==> config.mk <==
export PLATFORM = sky130hd
export DESIGN_NAME = uart_txrx
export DESIGN_NICKNAME = d
export VERILOG_FILES = /design/src/rtl/uart_txrx.sv
export SDC_FILE = /design/constraint.sdc
export NUM_CORES = 1
export LEC_CHECK = 0
export CORE_MARGIN = 3
export CORE_UTILIZATION = 30
export CTS_CLUSTER_SIZE = 40
export DETAILED_ROUTE_END_ITERATION = 6
export PLACE_DENSITY = 0.47
export RECOVER_POWER = 50
export SLEW_MARGIN = 20
export SYNTH_ARGS = -nofsm -noshare
export SYNTH_HDL_FRONTEND = slang
export SYNTH_SLANG_ARGS = --single-unit
==> constraint.sdc <==
create_clock -name clk -period 1.8 [get_ports clk]
set_input_delay 0.27 -clock clk [delete_from_list [all_inputs] [get_ports clk]]
set_output_delay 0.27 -clock clk [all_outputs]
set_load 0.01 [all_outputs]
==> src/rtl/uart_txrx.sv <==
// uart_txrx: independent UART transmitter and receiver sharing one oversampling
// tick. Frames are start + DBIT data (LSB first) + stop. Defining UART_PARITY_EN
// inserts an even-parity bit before the stop bit in both directions.
// rx is sampled directly; it must already be synchronous to clk.
module uart_txrx #(
  parameter int DBIT    = 8,
  parameter int S_TICK  = 16,
  parameter int SB_TICK = 16
) (
  input  logic            clk,
  input  logic            reset,
  input  logic            s_tick,
  input  logic            tx_start,
  input  logic [DBIT-1:0] tx_din,
  output logic            tx_done_tick,
  output logic            tx,
  input  logic            rx,
  output logic [DBIT-1:0] rx_data,
  output logic            rx_done,
  output logic            rx_frame_error
);

  localparam int TMAX = (S_TICK > SB_TICK) ? S_TICK : SB_TICK;
  localparam int TW   = (TMAX > 1) ? $clog2(TMAX) : 1;
  localparam int NW   = (DBIT > 1) ? $clog2(DBIT) : 1;

  localparam logic [TW-1:0] S_LAST  = TW'(S_TICK - 1);
  localparam logic [TW-1:0] S_HALF  = TW'(S_TICK / 2 - 1);
  localparam logic [TW-1:0] SB_LAST = TW'(SB_TICK - 1);
  localparam logic [NW-1:0] N_LAST  = NW'(DBIT - 1);

  typedef enum logic [2:0] {IDLE, START, DATA, PARITY, STOP} state_t;

  state_t          tx_state_reg, tx_state_next;
  logic [TW-1:0]   tx_s_reg, tx_s_next;
  logic [NW-1:0]   tx_n_reg, tx_n_next;
  logic [DBIT-1:0] tx_b_reg, tx_b_next;
  logic            tx_reg, tx_next;
  logic            tx_done_reg, tx_done_next;
  logic            tx_par_reg, tx_par_next;

  state_t          rx_state_reg, rx_state_next;
  logic [TW-1:0]   rx_s_reg, rx_s_next;
  logic [NW-1:0]   rx_n_reg, rx_n_next;
  logic [DBIT-1:0] rx_b_reg, rx_b_next;
  logic [DBIT-1:0] rx_data_reg, rx_data_next;
  logic            rx_ferr_reg, rx_ferr_next;
  logic            rx_done_reg, rx_done_next;
  logic            rx_perr_reg, rx_perr_next;

  // TX and RX state registers
  always_ff @(posedge clk) begin
    if (reset) begin
      tx_state_reg <= IDLE;
      tx_s_reg     <= '0;
      tx_n_reg     <= '0;
      tx_b_reg     <= '0;
      tx_reg       <= 1'b1;
      tx_done_reg  <= 1'b0;
      tx_par_reg   <= 1'b0;
      rx_state_reg <= IDLE;
      rx_s_reg     <= '0;
      rx_n_reg     <= '0;
      rx_b_reg     <= '0;
      rx_data_reg  <= '0;
      rx_ferr_reg  <= 1'b0;
      rx_done_reg  <= 1'b0;
      rx_perr_reg  <= 1'b0;
    end else begin
      tx_state_reg <= tx_state_next;
      tx_s_reg     <= tx_s_next;
      tx_n_reg     <= tx_n_next;
      tx_b_reg     <= tx_b_next;
      tx_reg       <= tx_next;
      tx_done_reg  <= tx_done_next;
      tx_par_reg   <= tx_par_next;
      rx_state_reg <= rx_state_next;
      rx_s_reg     <= rx_s_next;
      rx_n_reg     <= rx_n_next;
      rx_b_reg     <= rx_b_next;
      rx_data_reg  <= rx_data_next;
      rx_ferr_reg  <= rx_ferr_next;
      rx_done_reg  <= rx_done_next;
      rx_perr_reg  <= rx_perr_next;
    end
  end

  // TX next-state: frame sequencing, bit shifting and done pulse
  always_comb begin
    tx_state_next = tx_state_reg;
    tx_s_next     = tx_s_reg;
    tx_n_next     = tx_n_reg;
    tx_b_next     = tx_b_reg;
    tx_par_next   = tx_par_reg;
    tx_done_next  = 1'b0;
    case (tx_state_reg)
      IDLE: begin
        if (tx_start) begin
          tx_state_next = START;
          tx_s_next     = '0;
          tx_b_next     = tx_din;
          tx_par_next   = ^tx_din;
        end
      end
      START: begin
        if (s_tick) begin
          if (tx_s_reg == S_LAST) begin
            tx_state_next = DATA;
            tx_s_next     = '0;
            tx_n_next     = '0;
          end else begin
            tx_s_next = tx_s_reg + TW'(1);
          end
        end
      end
      DATA: begin
        if (s_tick) begin
          if (tx_s_reg == S_LAST) begin
            tx_s_next = '0;
            tx_b_next = tx_b_reg >> 1;
            if (tx_n_reg == N_LAST) begin
`ifdef UART_PARITY_EN
              tx_state_next = PARITY;
`else
              tx_state_next = STOP;
`endif
            end else begin
              tx_n_next = tx_n_reg + NW'(1);
            end
          end else begin
            tx_s_next = tx_s_reg + TW'(1);
          end
        end
      end
`ifdef UART_PARITY_EN
      PARITY: begin
        if (s_tick) begin
          if (tx_s_reg == S_LAST) begin
            tx_state_next = STOP;
            tx_s_next     = '0;
          end else begin
            tx_s_next = tx_s_reg + TW'(1);
          end
        end
      end
`endif
      STOP: begin
        if (s_tick) begin
          if (tx_s_reg == SB_LAST) begin
            tx_state_next = IDLE;
            tx_done_next  = 1'b1;
          end else begin
            tx_s_next = tx_s_reg + TW'(1);
          end
        end
      end
      default: tx_state_next = IDLE;
    endcase
  end

  // TX line level follows the upcoming state so tx stays aligned with it
  always_comb begin
    tx_next = 1'b1;
    case (tx_state_next)
      START:   tx_next = 1'b0;
      DATA:    tx_next = tx_b_next[0];
      PARITY:  tx_next = tx_par_next;
      default: tx_next = 1'b1;
    endcase
  end

  // RX next-state: start validation, mid-bit sampling and frame completion
  always_comb begin
    rx_state_next = rx_state_reg;
    rx_s_next     = rx_s_reg;
    rx_n_next     = rx_n_reg;
    rx_b_next     = rx_b_reg;
    rx_data_next  = rx_data_reg;
    rx_ferr_next  = rx_ferr_reg;
    rx_perr_next  = rx_perr_reg;
    rx_done_next  = 1'b0;
    case (rx_state_reg)
      IDLE: begin
        if (!rx) begin
          rx_state_next = START;
          rx_s_next     = '0;
        end
      end
      START: begin
        if (s_tick) begin
          if (rx_s_reg == S_HALF) begin
            rx_s_next = '0;
            rx_n_next = '0;
            rx_state_next = rx ? IDLE : DATA;
          end else begin
            rx_s_next = rx_s_reg + TW'(1);
          end
        end
      end
      DATA: begin
        if (s_tick) begin
          if (rx_s_reg == S_LAST) begin
            rx_s_next = '0;
            rx_b_next = {rx, rx_b_reg[DBIT-1:1]};
            if (rx_n_reg == N_LAST) begin
`ifdef UART_PARITY_EN
              rx_state_next = PARITY;
`else
              rx_state_next = STOP;
`endif
            end else begin
              rx_n_next = rx_n_reg + NW'(1);
            end
          end else begin
            rx_s_next = rx_s_reg + TW'(1);
          end
        end
      end
`ifdef UART_PARITY_EN
      PARITY: begin
        if (s_tick) begin
          if (rx_s_reg == S_LAST) begin
            rx_state_next = STOP;
            rx_s_next     = '0;
            rx_perr_next  = rx ^ (^rx_b_reg);
          end else begin
            rx_s_next = rx_s_reg + TW'(1);
          end
        end
      end
`endif
      STOP: begin
        if (s_tick) begin
          if (rx_s_reg == SB_LAST) begin
            rx_state_next = IDLE;
            rx_s_next     = '0;
            rx_done_next  = 1'b1;
            rx_data_next  = rx_b_reg;
`ifdef UART_PARITY_EN
            rx_ferr_next  = ~rx | rx_perr_reg;
`else
            rx_ferr_next  = ~rx;
`endif
          end else begin
            rx_s_next = rx_s_reg + TW'(1);
          end
        end
      end
      default: rx_state_next = IDLE;
    endcase
  end

  assign tx             = tx_reg;
  assign tx_done_tick   = tx_done_reg;
  assign rx_data        = rx_data_reg;
  assign rx_done        = rx_done_reg;
  assign rx_frame_error = rx_ferr_reg;

endmodule

# Yosys cells after proc, flatten, opt, wreduce, memory -nomap -nowiden
# Index checks and enable logic that the tools add are counted.
word_totals:
  input_bits: 13
  output_inout_bits: 12
  register_bits: 49
  wordCells: 128
classes:
  bitwise: 4
  mux: 52
  addsub: 4
  reduce_logical: 20
  eq_ne: 33
op_table:
  columns: ["cell", "count"]
  rows:
  - ["$mux W3", 26]
  - ["$mux W4", 10]
  - ["$ne A2 B2 Y1 const B", 17]
  - ["$mux W8", 3]
  - ["$pmux W3 S4", 2]
  - ["$pmux W4 S3", 2]
  - ["$pmux W8 S2", 1]
  - ["$eq A3 B2 Y1 const B", 4]
  - ["$eq A3 B3 Y1 const B", 4]
  - ["$pmux W3 S2", 2]
  - ["$reduce_and A6 Y1", 2]
  - ["$eq A3 B1 Y1 const B", 3]
  - ["$add A4 B1 Y4 const B", 2]
  - ["$eq A4 B4 Y1 const B", 2]
  - ["$reduce_and A4 Y1", 2]
  - ["$reduce_and A8 Y1", 1]
  - ["$reduce_xor A8 Y1", 1]
  - ["$add A3 B1 Y3 const B", 2]
  - ["$logic_not A3 Y1", 2]
  - ["$reduce_and A3 Y1", 2]
  - ["$reduce_bool A2 Y1", 3]
  - ["$reduce_bool A3 Y1", 2]
  - ["$reduce_or A3 Y1", 2]
  - ["$reduce_and A5 Y1", 1]
  - ["7 further kinds", 15]

# Longest topological paths before layout
logic_depth:
  depth_word: 7
  ltp_mapped: 7
  depth_no_buf: 7

# Worst setup path after synthesis
# No wires, ideal clock.
synth_timing:
  path_kind: "register -> register"
  start: "reg tx_n_reg[0]"
  end: "reg tx_n_reg[1]"
  path_stages_with_launch: 8
  period_less_slack_ns: 1.690
  path_buffers: 0
  setup_ns: 0.128
  required_time_ns: 1.672
  setup_slack_ns: 0.110
  t_arrival_ns: 1.562
  cell_sequence: "dfxtp_1 -> ha_1 -> ha_1 -> or3b_2 -> a21oi_1 -> nand2_1 -> a22oi_1 -> nor2_1"
synth_via:
  elab_chain_len: 5
  word_cells_on_any_way: 8
  classes_between: "1 x add/sub; 2 x eq/ne; 4 x mux; 1 x reduce/logical"
synth_lines:
  columns: ["element", "line_no", "source"]
  rows:
  - ["start: declaration", "36", "logic [NW-1:0] tx_n_reg, tx_n_next;"]
  - ["start signal: assignment", "72", "tx_n_reg <= tx_n_next;"]
  - ["$add A3 B1 Y3", "128", "tx_n_next = tx_n_reg + NW'(1);"]
  - ["$mux W3", "121", "if (tx_n_reg == N_LAST) begin"]
  - ["$mux W3", "118", "if (tx_s_reg == S_LAST) begin"]
  - ["$mux W3", "117", "if (s_tick) begin"]
  - ["$pmux W3 S2", "96", "case (tx_state_reg)"]
# Parallel ways exist; a longest one is shown, timed or not. The select of a mux whose other input is x is not followed.
# A chain may end at the register's enable or synchronous reset.

# Final worst setup path
layout_timing:
  start: "reg tx_n_reg[0]"
  end: "reg tx_n_reg[2]"
# Same word-level chain as after synthesis.

==> impl_metrics.env <==
export IMPL_status="completed"
export IMPL_cp_start_kind="register"
export IMPL_gr_total_overflow=0
export IMPL_start_util=0.3125
export IMPL_power_w=0.002621
export IMPL_coreArea_sq_mm=0.007331
export IMPL_track_usage=0.1225
export IMPL_hold_viol=0
export IMPL_leakagePower_nw=1.117
export IMPL_clkLatencyLatePin_ns=0.31
export IMPL_die_width_microns=93.39
export IMPL_final_common_cell="dfxtp_1"
export IMPL_setup_violations=0
export IMPL_cp_top_family="simple AND/OR/NAND/NOR gates"
export IMPL_clockBufferDepth=2
export IMPL_wl_per_cell_microns=12.55
export IMPL_cts_root_buf="clkbuf_8"
export IMPL_drt_iter0_drc=111
export IMPL_cts_hold_buf=0
export IMPL_tightest_slew_ns=0.5698
export IMPL_layout_common_cells="dfxtp_1, nor2_1, buf_4"
export IMPL_grt_pass1_wl_mm=8.756
export IMPL_period_needed_ns=1.709
export IMPL_criticalPathCategory="register to register"
export IMPL_r2r_setup_slack_ns=0.09
export IMPL_fmax_mhz=585.2
export IMPL_grt_max_degree=37
export IMPL_die_h_microns=93.39
export IMPL_ioPinCount=25
export IMPL_antenna_cells=0
export IMPL_avgViaCountPerCell=4.855
export IMPL_grt_pass1_vias=1848
export IMPL_yosys_warnings=0
export IMPL_yosysSeqAreaShare=0.4194
export IMPL_area_delta_synth_final_pct=29.93
export IMPL_clk_pin_slew_ns=0.10
export IMPL_route_detailed_drc=0
export IMPL_dp_hpwl_mm=3.453
export IMPL_nNetsFinal=311
export IMPL_drive_gt1_frac=0.1809
export IMPL_die_area_sq_mm=0.008721
export IMPL_cp_end_kind="register"
export IMPL_crit_path_max_fanout=3
export IMPL_dpl_cell_area_sq_mm=0.002825
export IMPL_path_cells="ha_1 > ha_2 > or3b_2 > a21oi_2 > nand2_1 > a22oi_1 > nor2_1"
export IMPL_vias=1903
export IMPL_slew_headroom=0.6169
export IMPL_wirelength_mm=4.920
export IMPL_drv_slew=0
export IMPL_h_tree_depth=2
export IMPL_rsz0062_at_grt="no"
export IMPL_port_buffer_count=24
export IMPL_cpPeakStageDelay_ns=0.45
export IMPL_required_ns=1.99
export IMPL_skew_ns=0.01243
export IMPL_synth_nets=267
export IMPL_netlist_area_sq_mm=0.002291
export IMPL_critical_path_slowest_cell="or3b_2"
export IMPL_fp_row_count=31
export IMPL_cts_made_buffers=5
export IMPL_firstDrtPassIters=6
export IMPL_irDropWorstVdd_uv=294.3
export IMPL_min_period_over_period=0.9493
export IMPL_power_density_mw_per_mm2=880.7
export IMPL_cts_tree="built"
export IMPL_max_cap_violations=0
export IMPL_hold_path_class="register to register"
export IMPL_cts_sinks=48
export IMPL_synth_cell_types=53
export IMPL_antenna_found_initial=0
export IMPL_antenna_left=0
export IMPL_critPathBufInv=0
export IMPL_synthCells=248
export IMPL_syn_avg_cell_area_sq_um=9.238
export IMPL_final_cell_area_sq_mm=0.002977
export IMPL_arrival_ns=1.90
export IMPL_post_route_util=0.4060
export IMPL_yosys_register_bits=48
export IMPL_place_congestion=0.7277
-- repair_timing --
| action | 4_1_cts | 5_1_grt |
|---|---|---|
| buffers inserted | 0 | 1 |
| endpoints found under the setup margin | 1 | 16 |
| pin swaps | 0 | 2 |
| resized for setup | 1 | 8 |
-- synth_stat cells, drive strengths merged --
| cell type | number | area [sq um] |
|---|---|---|
| nor2 | 44 | 180.2 |
| a311oi | 1 | 8.760 |
| nand2 | 12 | 45.04 |
| xor2 | 3 | 26.28 |
| dfxtp | 48 | 960.9 |
| buf | 6 | 42.54 |
| xnor2 | 1 | 8.760 |
| o2bb2ai | 1 | 15.01 |
| nor4bb | 1 | 10.01 |
| a211oi | 3 | 27.52 |
| nand3 | 6 | 30.03 |
| nand4b | 2 | 17.52 |
| or3 | 3 | 18.77 |
| o311ai | 1 | 8.760 |
| and4 | 1 | 8.760 |
| a32o | 6 | 60.06 |
| a2111oi | 2 | 18.77 |
| o21bai | 2 | 15.01 |
| or3b | 4 | 37.54 |
| nor2b | 4 | 25.02 |
| o2111ai | 2 | 17.52 |
| nor3b | 1 | 7.510 |
| and2 | 1 | 6.260 |
| a21o | 1 | 7.510 |
| a311o | 1 | 10.01 |
| and3 | 2 | 12.51 |
| nand2b | 2 | 12.51 |
| o31a | 1 | 8.760 |
| ha | 6 | 75.07 |
| o211ai | 1 | 7.510 |
| nor4b | 3 | 47.54 |
| o21ai | 6 | 33.78 |
| a31oi | 2 | 12.51 |
| clkbuf | 11 | 42.54 |
| inv | 3 | 11.26 |
| a22oi | 9 | 67.56 |
| mux2i | 20 | 200.2 |
| and4b | 1 | 10.01 |
| nand3b | 1 | 7.510 |
| o31ai | 2 | 15.01 |
| a21oi | 11 | 58.81 |
| nor3 | 7 | 35.03 |
| nand4 | 3 | 18.77 |
-- area by class of cell --
type                    count  area [sq um]
fillers                   729          4354
multi-input cells         180          1242
flip-flops and latches     48         962.2
repair buffers             54         499.2
well taps                  99         123.9
clock buffers               5         68.82
clock inverters             3         68.82
inverters                   3         11.26
-- through the flow --
| stage | hold WS, ns | setup WS [ns] | std cells | setup TNS [ns] |
|---|---|---|---|---|
| after CTS | 0.4683 | 0.005544 | 391 | 0 |
| after detailed placement | 0.4534 | -0.1351 | 383 | -1.302 |
| after global placement | 0.4477 | -0.1136 | 383 | -1.299 |
| final | 0.4641 | 0.09132 | 392 | 0 |
| after floorplan | 0.3657 | 0.1101 | 248 | 0 |
| after global routing | 0.4961 | 0.006865 | 392 | 0 |
-- report_power, final --
| part | internal (W) | switching, W | total (W) |
|---|---|---|---|
| Clock | 0.000559 | 0.000392 | 0.000951 |
| Combinational | 0.000255 | 0.000283 | 0.000538 |
| Sequential | 0.00110 | 0.0000308 | 0.00113 |
| Total | 0.00192 | 0.000705 | 0.00262 |
-- per-layer routing --
| metal | track usage | routed length [microns] |
|---|---|---|
| met4 | 0.03663 | 69 |
| met1 | 0.1748 | 2623 |
| met3 | 0.02494 | 140 |
| met5 | 0 | 0 |
| met2 | 0.1852 | 2087 |
-- worst reg2reg max path: stages (launching register included) --
cell	delay [ns]
dfxtp_2	0.34
ha_1	0.19
ha_2	0.18
or3b_2	0.45
a21oi_2	0.16
nand2_1	0.09
a22oi_1	0.14
nor2_1	0.05
-- cells by family (layout without fill, tap and decap cells) --
kind of cell	after synthesis	count (layout)	share of synthesized area
simple gates	98	98	0.2316
compound gates	52	52	0.1715
flops	48	48	0.4194
mux	20	20	0.08738
buf+inv	20	65	0.04205
fa+ha+maj	6	6	0.03277
xor+xnor	4	4	0.01529
-- path summary, 6_finish.rpt --
path,end,cells past startpoint,from
worst max-delay path,tx_n_reg[2]$_SDFFE_PP0P_,7,tx_n_reg[0]$_SDFFE_PP0P_
worst max register to register,tx_n_reg[2]$_SDFFE_PP0P_,7,tx_n_reg[0]$_SDFFE_PP0P_
worst min-delay path,tx_n_reg[0]$_SDFFE_PP0P_,1,tx_n_reg[0]$_SDFFE_PP0P_
worst min register to register,tx_n_reg[0]$_SDFFE_PP0P_,1,tx_n_reg[0]$_SDFFE_PP0P_
Note: power is estimated with default switching activity, not from simulation.
==> RTL change: new RTL, same settings <==
The parameter `SB_TICK` goes from 16 to 8.
--- a/src/rtl/uart_txrx.sv
+++ b/src/rtl/uart_txrx.sv
@@ -7,3 +7,3 @@
   parameter int S_TICK  = 16,
-  parameter int SB_TICK = 16
+  parameter int SB_TICK = 8
 ) (
Behaviour: same outputs for any inputs over 10 cycles, from zero or initial values and one cycle with reset high; that may be too few to reach the edited logic, so the function may still have changed.
==> RTL change against the unedited design <==
Global-route usage is 0.47 points higher; count of clock-buffer cells in the layout stayed put; total power grew 3.3%; setup slack worse by 0.033 ns; first-iteration DRC count shrank 26%; synthesized cell count rose by 3.6%; synthesized area is 1.0% higher; wire length increased by 8.3%; critical path type unchanged; sequential power is 4% higher; combinational power grew 12%; die area increased by 0.98%; sequential cell count did not move; final area rose by 4.1%.
==> RTL change: results (changes against the unedited design) <==
| Metric | Value |
|---|---|
| Post-synthesis cell count | `257 (was 248)` |
| Clock skew | `0.00554 ns (was 0.0124 ns)` |
| Leakage | `1.16 nW (was 1.12 nW)` |
| Overall power | `2.71 mW (was 2.62 mW)` |
| Vias in the first global route | `1,880 (was 1,848)` |
| Placed cell count | `399 (was 383)` |
| Final cell count without fillers | `407 (was 392)` |
| Clk buf depth | `2 (unchanged)` |
| Distinct cell type count after synthesis | `55 (was 53)` |
| Post-CTS sizing | `6 (was 1)` |
| Net Sw Frac | `0.263 (was 0.269)` |
| Worst slew pin tran | `0.356 ns (was 0.570 ns)` |
| Main synth FF type | `dfxtp_1 (unchanged)` |
| Min-Delay Startpoint | `reset (was tx_n_reg[0])` |
| First-pass GRT wire length | `9030 um (was 8760 um)` |
| Total wire length | `5330 um (was 4920 um)` |
| Hold Path End | `rx_s_reg[1] (was tx_n_reg[0])` |
| Synth Area in XOR/XNOR | `0.0151 (was 0.0153)` |
| Mux share of post-synthesis cell area | `0.100 (was 0.0874)` |
| Total track usage | `0.127 (was 0.122)` |
| First DRT Iteration DRCs | `82 (was 111)` |
| Final setup margin | `0.0581 ns (was 0.0913 ns)` |
| Crit path launch | `rx_s_reg[0] (was tx_n_reg[0])` |
| Dominant cells by area after synthesis | `dfxtp_1 42%, mux2i_1 9.5%, nor2_1 6.2% (was dfxtp_1 42%, mux2i_1 8.7%, nor2_1 6.9%)` |
| Fraction of layout cells with a size suffix above 1 | `0.253 (was 0.181)` |
| Final hold slack | `0.346 ns (was 0.464 ns)` |
| Filler instances | `742 (was 729)` |
| WP data arrival | `1.99 ns (was 1.90 ns)` |
| Hold Path Depth | `2 (was 1)` |
| Worst r2r path cells | `5 (was 7)` |
| Post-Syn Nets | `276 (was 267)` |
| Power share of the clock group | `0.340 (was 0.363)` |
| Post-synth top cells | `48 x dfxtp_1, 38 x nor2_1, 22 x mux2i_1 (was 48 x dfxtp_1, 42 x nor2_1, 20 x mux2i_1)` |
| Dpl ws | `-0.292 ns (was -0.135 ns)` |
| GP Congestion | `0.717 (was 0.728)` |
| Worst-path fanout max | `5 (was 3)` |
| Length of the first detailed-routing pass in iterations | `4 (was 6)` |
| Crit path largest cell delay | `0.47 ns (was 0.45 ns)` |
| Max VDD drop | `0.344 mV (was 0.294 mV)` |
| Nets | `327 (was 311)` |
| Cell Area, Placed | `2890 um^2 (was 2830 um^2)` |
| Sequential area share after synthesis | `0.415 (was 0.419)` |
| Synth Area in Compound Gates | `0.132 (was 0.171)` |
| Post-Synth Adder-Cell Area | `0.0324 (was 0.0328)` |
| Dpl hpwl | `3690 um (was 3450 um)` |
| Via density | `4.80 (was 4.85)` |
| Combinational power | `602 uW (was 538 uW)` |
| Worst setup path endpoint | `rx_s_reg[1] (was tx_n_reg[2])` |
| Status | `finished clean (unchanged)` |
## RTL change: cell type report
class / count / area (um^2) / share of cell area
Clock buffer: 5 / 68.8 / 0.0222
Clock inverter: 2 / 60.1 / 0.0194
Inverter: 11 / 41.3 / 0.0133
Multi-Input combinational cell: 181 / 1280 / 0.414
Sequential cell: 48 / 977 / 0.315
Tap cell: 99 / 124 / 0.0400
Timing Repair Buffer: 61 / 544 / 0.176
## RTL change: worst max-delay path: cells and delay by family (launching register included)
| family | cells | cell delay (ns) |
|---|---|---|
| fa+ha+maj | 1 | 0.17 |
| flops | 1 | 0.37 |
| compound gates | 2 | 0.51 |
| simple gates | 2 | 0.63 |
## RTL change: routing by layer
metal / vias to the layer above / GRT usage / wire [um]
met5: - / 0 / 0
met4: 0 / 0.0397 / 61
met3: 5 / 0.0304 / 167
met2: 28 / 0.185 / 2280
met1: 899 / 0.184 / 2820
li1: 1020 / - / -
